## config.mk

```make
export PLATFORM = sky130hd
export DESIGN_NAME = bin16_to_bcd_seq
export DESIGN_NICKNAME = d
export VERILOG_FILES = /design/src/rtl/bin16_to_bcd_seq.sv
export SDC_FILE = /design/constraint.sdc
export NUM_CORES = 1
export LEC_CHECK = 0
export BUFFER_PORTS_ARGS = -buffer_cell sky130_fd_sc_hd__buf_2
export CAP_MARGIN = 0
export CORE_MARGIN = 8
export CORE_UTILIZATION = 50
export DETAILED_ROUTE_END_ITERATION = 8
export PLACE_DENSITY = 0.75
export SYNTH_ARGS = -nofsm -noshare
export SYNTH_HDL_FRONTEND = slang
export SYNTH_SLANG_ARGS = --single-unit
```

## constraint.sdc

```tcl
create_clock -name CLOCK_50 -period 1.42 [get_ports CLOCK_50]
set_input_delay 0.213 -clock CLOCK_50 [delete_from_list [all_inputs] [get_ports CLOCK_50]]
set_output_delay 0.213 -clock CLOCK_50 [all_outputs]
set_load 0.005 [all_outputs]
```

## src/rtl/bin16_to_bcd_seq.sv

```systemverilog
// Sequential 16-bit binary to 5-digit BCD converter (double-dabble, one bit per clock).
// A start/busy/done handshake frames each conversion; blank flags leading zeros.
module bin16_to_bcd_seq #(
    parameter bit BLANK_EN = 1'b1
) (
    input  logic        CLOCK_50,
    input  logic        reset,
    input  logic        start,
    input  logic [15:0] bin,
    output logic        busy,
    output logic        done,
    output logic [19:0] bcd,
    output logic [4:0]  blank
);

    typedef enum logic {
        IDLE  = 1'b0,
        SHIFT = 1'b1
    } state_t;

    state_t      state;
    state_t      state_next;
    logic [15:0] shreg;
    logic [19:0] scratch;
    logic [3:0]  cnt;
    logic [19:0] adjusted;
    logic [19:0] shifted;
    logic        accept;
    logic        last_iter;

    // State register
    always_ff @(posedge CLOCK_50) begin
        if (reset) begin
            state <= IDLE;
        end else begin
            state <= state_next;
        end
    end

    // Next-state logic and handshake decode
    always_comb begin
        state_next = state;
        accept     = 1'b0;
        last_iter  = 1'b0;
        unique case (state)
            IDLE: begin
                if (start) begin
                    accept     = 1'b1;
                    state_next = SHIFT;
                end
            end
            SHIFT: begin
                if (cnt == 4'd15) begin
                    last_iter  = 1'b1;
                    state_next = IDLE;
                end
            end
            default: state_next = IDLE;
        endcase
    end

    assign busy = (state == SHIFT);

    // Add-3 adjust of every digit >= 5 on the pre-shift scratch, then shift in next bit
    always_comb begin
        adjusted = '0;
        for (int unsigned i = 0; i < 5; i++) begin
            if (scratch[4*i +: 4] >= 4'd5) begin
                adjusted[4*i +: 4] = scratch[4*i +: 4] + 4'd3;
            end else begin
                adjusted[4*i +: 4] = scratch[4*i +: 4];
            end
        end
        shifted = {adjusted[18:0], shreg[15]};
    end

    // Datapath: operand capture, iteration, and result/done registers
    always_ff @(posedge CLOCK_50) begin
        if (reset) begin
            shreg   <= '0;
            scratch <= '0;
            cnt     <= '0;
            bcd     <= '0;
            done    <= 1'b0;
        end else begin
            done <= 1'b0;
            if (accept) begin
                shreg   <= bin;
                scratch <= '0;
                cnt     <= '0;
            end else if (busy) begin
                shreg   <= {shreg[14:0], 1'b0};
                scratch <= shifted;
                cnt     <= cnt + 4'd1;
                if (last_iter) begin
                    bcd  <= shifted;
                    done <= 1'b1;
                end
            end
        end
    end

    // Leading-zero blanking: a digit blanks when it and all higher digits are zero
    always_comb begin
        blank = '0;
        if (BLANK_EN) begin
            blank[4] = (bcd[19:16] == 4'd0);
            blank[3] = blank[4] && (bcd[15:12] == 4'd0);
            blank[2] = blank[3] && (bcd[11:8] == 4'd0);
            blank[1] = blank[2] && (bcd[7:4] == 4'd0);
            blank[0] = 1'b0;
        end
    end

endmodule

```

==> summary.txt <==
Critical path
  • Crit Path Class: reg2out
  • Buffers & Inverters on Critical Path: 1
  • Worst Setup End Kind: output pin
  • RR Startpoint: scratch[1]
  • Flop-to-flop setup slack: 0.01 ns
  • CP delay by family, top: simple AND/OR/NAND/NOR gates
  • Crit-path cells: nor4_4, and3_1, and2_1, buf_2
  • Worst path slowest cell: dfxtp_2
  • CP Max Fanout: 3
  • R2R depth: 6
  • CP arrival: 1.43 ns
  • Req. time, crit path: 1.21 ns
  • Max incr delay on CP: 0.34 ns
  • Startpoint class of the critical path: register
  • RR Endpoint: bcd[2]

Finish
  • Layout Nets: 435
  • N_diodes: 0
  • P&R area growth vs syn: 32.2%
  • Share of layout cells above drive strength 1: 35.6%
  • Multi-input gate area: 0.00173 mm^2
  • FF+latch area: 0.00126 mm^2
  • Finished Cell Area: 0.00381 mm^2
  • Fillers: 447
  • Core Util, Final: 68.7%

Place
  • DP HPWL: 4400 um
  • Port Buffers: 44
  • DP Area: 0.00329 mm^2
  • GP Congestion: 0.852

Floorplan
  • Core Footprint: 0.00554 mm^2
  • # IOs: 46
  • Die outline height: 91.9 um
  • Starting Density: 52.0%
  • Die Span X: 91.9 um
  • Die Area: 0.00845 mm^2
  • Row cnt: 27

Route
  • Via count: 2563
  • Drt drc: 0
  • ANT nets after route: 0
  • WL per Instance: 13.9 um
  • DRT Wirelength: 6690 um
  • Initial DRC count: 134
  • TritonRoute pass-1 iters: 5
  • DR vias/cell: 5.32

Timing
  • Min setup slack post-route: -0.227 ns
  • RSZ-0062 raised after global routing: true
  • Worst hold margin: 0.142 ns
  • Fmax: 0.607 GHz
  • Slew Viols, Final: 0
  • # setup viols final: 3
  • Final hold viol count: 0
  • Final period util: 116%
  • Sum of negative setup slack: -0.408 ns
  • Layout Skew: 0.0110 ns
  • Clock period minus worst slack: 1.65 ns

Global route
  • GRT Util Overall: 16.0%
  • Antenna violations before repair: 0
  • Largest net degree at the start of global routing: 34
  • Vias in the first global route: 2428
  • First-pass GRT wire length: 11000 um
  • Grt total ovfl: 0

Synth
  • Synth Flop Type: dfxtp_1
  • Syn Std Cell Area: 0.00288 mm^2
  • Unique masters post-synth: 39
  • Async set-reset flop share out of synthesis: 0%
  • Syn_nets: 374
  • Post-Syn Instances: 344
  • Synthesized flop and latch total: 62
  • Synth warn: 0
  • Post-synthesis sequential area ratio: 43.1%
  • Number of flops mapped to enable cells by yosys: 0
  • Synth Area per Inst: 8.37 um^2

Clock network
  • # clock sinks: 62
  • Hold buffers post-CTS: 0
  • H-tree levels: 3
  • Clock-pin slew of the registers on the worst-case setup and hold paths: 0.07 ns
  • Root cell of the clock tree: clkbuf_8
  • Deepest clock path buffer count: 2
  • Num CTS Buffers: 9
  • CTS tree: built
  • Worst-Skew Late Latency: 0.35 ns

Power
  • Seq pwr share: 45.3%
  • Clock share of power: 44.7%
  • Sw Share: 23.9%
  • Leak: 1.53 nW
  • Sw Pwr: 0.960 mW
  • Total power: 4.01 mW
  • Combinational Power Share: 10.0%
  • PD cells: 1050 mW/mm^2
  • Pint: 3.05 mW
  • Peak VDD IR: 0.669 mV

Min path
  • WHS Path Cells: 2
  • Worst Hold Launch: reset
  • Hold Path Class: in2reg
  • Worst hold path endpoint: shreg[6]

Outcome
  • Violated checks: negative setup slack
  • Status: finished, violations left

Job
  • Max_cap viols: 0
==> sequential cells by signal, indices dropped and copies added (netlist names) <==
| signal | cells |
|---|---|
| shreg | 16 |
| scratch | 20 |
| busy | 1 |
| done | 1 |
| bcd | 20 |
| cnt | 4 |
==> cell usage in the layout, fill, tap and decap left out, types with 5 or more instances in the layout <==
| master | synthesis | layout |
|---|---|---|
| o21ai_0 | 10 | 10 |
| nand2b_4 | 0 | 5 |
| a21oi_4 | 0 | 5 |
| mux2i_1 | 19 | 18 |
| nand3_1 | 5 | 5 |
| clkbuf_8 | 0 | 11 |
| o21ai_1 | 22 | 20 |
| dfxtp_1 | 62 | 49 |
| a21oi_1 | 34 | 29 |
| buf_4 | 4 | 22 |
| nand2_1 | 38 | 38 |
| nor2_1 | 44 | 44 |
| inv_1 | 11 | 5 |
| dfxtp_2 | 0 | 13 |
| buf_2 | 10 | 44 |
| nor3b_1 | 5 | 5 |
| ha_4 | 0 | 5 |
| o22ai_1 | 5 | 5 |
| inv_2 | 2 | 7 |
==> synth_stat cells (2+ instances only) <==
cell	count	area share, %
and2_1	2	0.43
nand4_1	2	0.43
a21o_1	2	0.52
xnor2_1	6	1.8
inv_2	2	0.26
mux2i_1	19	6.6
nand2b_1	6	1.3
nand2_1	38	5.0
mux2_2	4	1.6
o22ai_1	5	1.1
nor2_1	44	5.7
nor3_1	6	1.0
a21oi_2	4	1.2
a211oi_1	3	0.78
nor3b_1	5	1.3
inv_1	11	1.4
nor2b_1	4	0.87
o21ai_0	10	1.7
a21oi_1	34	5.9
a31oi_1	4	0.87
clkbuf_1	4	0.52
dfxtp_1	62	43
nand3_1	5	0.87
xor2_1	2	0.61
ha_1	11	4.8
nor4_1	3	0.65
buf_2	10	1.7
o21ai_1	22	3.8
buf_4	4	1.0
==> power by group through the flow <==
stage               sequential, mW  combinational [mW]  clock, mW
floorplan                     1.84               0.248          0
detailed placement            1.85               0.344          0
global placement              1.85               0.335          0
finish                        1.82               0.401       1.80
global route                  1.82               0.445       1.91
CTS                           1.81               0.374       1.84
==> layout make-up <==
cell class              count  share of cell area, %
flip-flops and latches     62                   33.0
clock inverters             5                   2.14
well taps                  72                   2.37
repair buffers             69                   11.7
clock buffers              11                   3.98
multi-input cells         250                   45.5
inverters                  13                   1.35
==> worst max path at each step <==
stage | from | end | slack (ns) | cells after the start
2_1_floorplan | scratch[1] | bcd[2] | 0.004 | 6
3_3_place_gp | scratch[1] | bcd[2] | 0.02 | 6
3_5_place_dp | scratch[5] | bcd[6] | -0.03 | 6
4_1_cts | bcd[17] | blank[1] | -0.24 | 4
5_1_grt | bcd[19] | blank[1] | -0.33 | 4
6_report | bcd[19] | blank[1] | -0.23 | 4
==> per-stage QoR <==
step | setup WS (ns) | std cells
final | -0.227 | 482
after global routing | -0.331 | 482
after CTS | -0.236 | 482
after detailed placement | -0.0273 | 464
after global placement | 0.0193 | 464
after floorplan | 0.00351 | 344
==> routing by layer <==
metal	GRT usage, %	wire length (um)	part of all wire (%)	vias up
met5	0	0	0	-
met4	6.44	101	1.5	0
met3	7.25	482	7.2	11
met2	25.6	3080	46	58
met1	18.0	3020	45	1191
li1	-	-	-	1303
==> cells by family after synthesis <==
family / count (synthesis) / synth area share (%)
buffers and inverters: 32 / 5.39
AND/OR/NAND/NOR: 119 / 18.7
AO/OA/AOI/OAI: 88 / 17.3
flip-flops: 62 / 43.1
adder cells (fa/ha/maj): 11 / 4.78
other: 1 / 0.130
XOR/XNOR: 8 / 2.43
multiplexers: 23 / 8.17
==> what timing repair did <==
action / 4_1_cts / 5_1_grt
buffers inserted: 2 / 0
setup endpoints to repair: 10 / 33
pin swaps: 8 / 8
resized for setup: 25 / 41
Note: power is estimated with default switching activity, not from simulation.
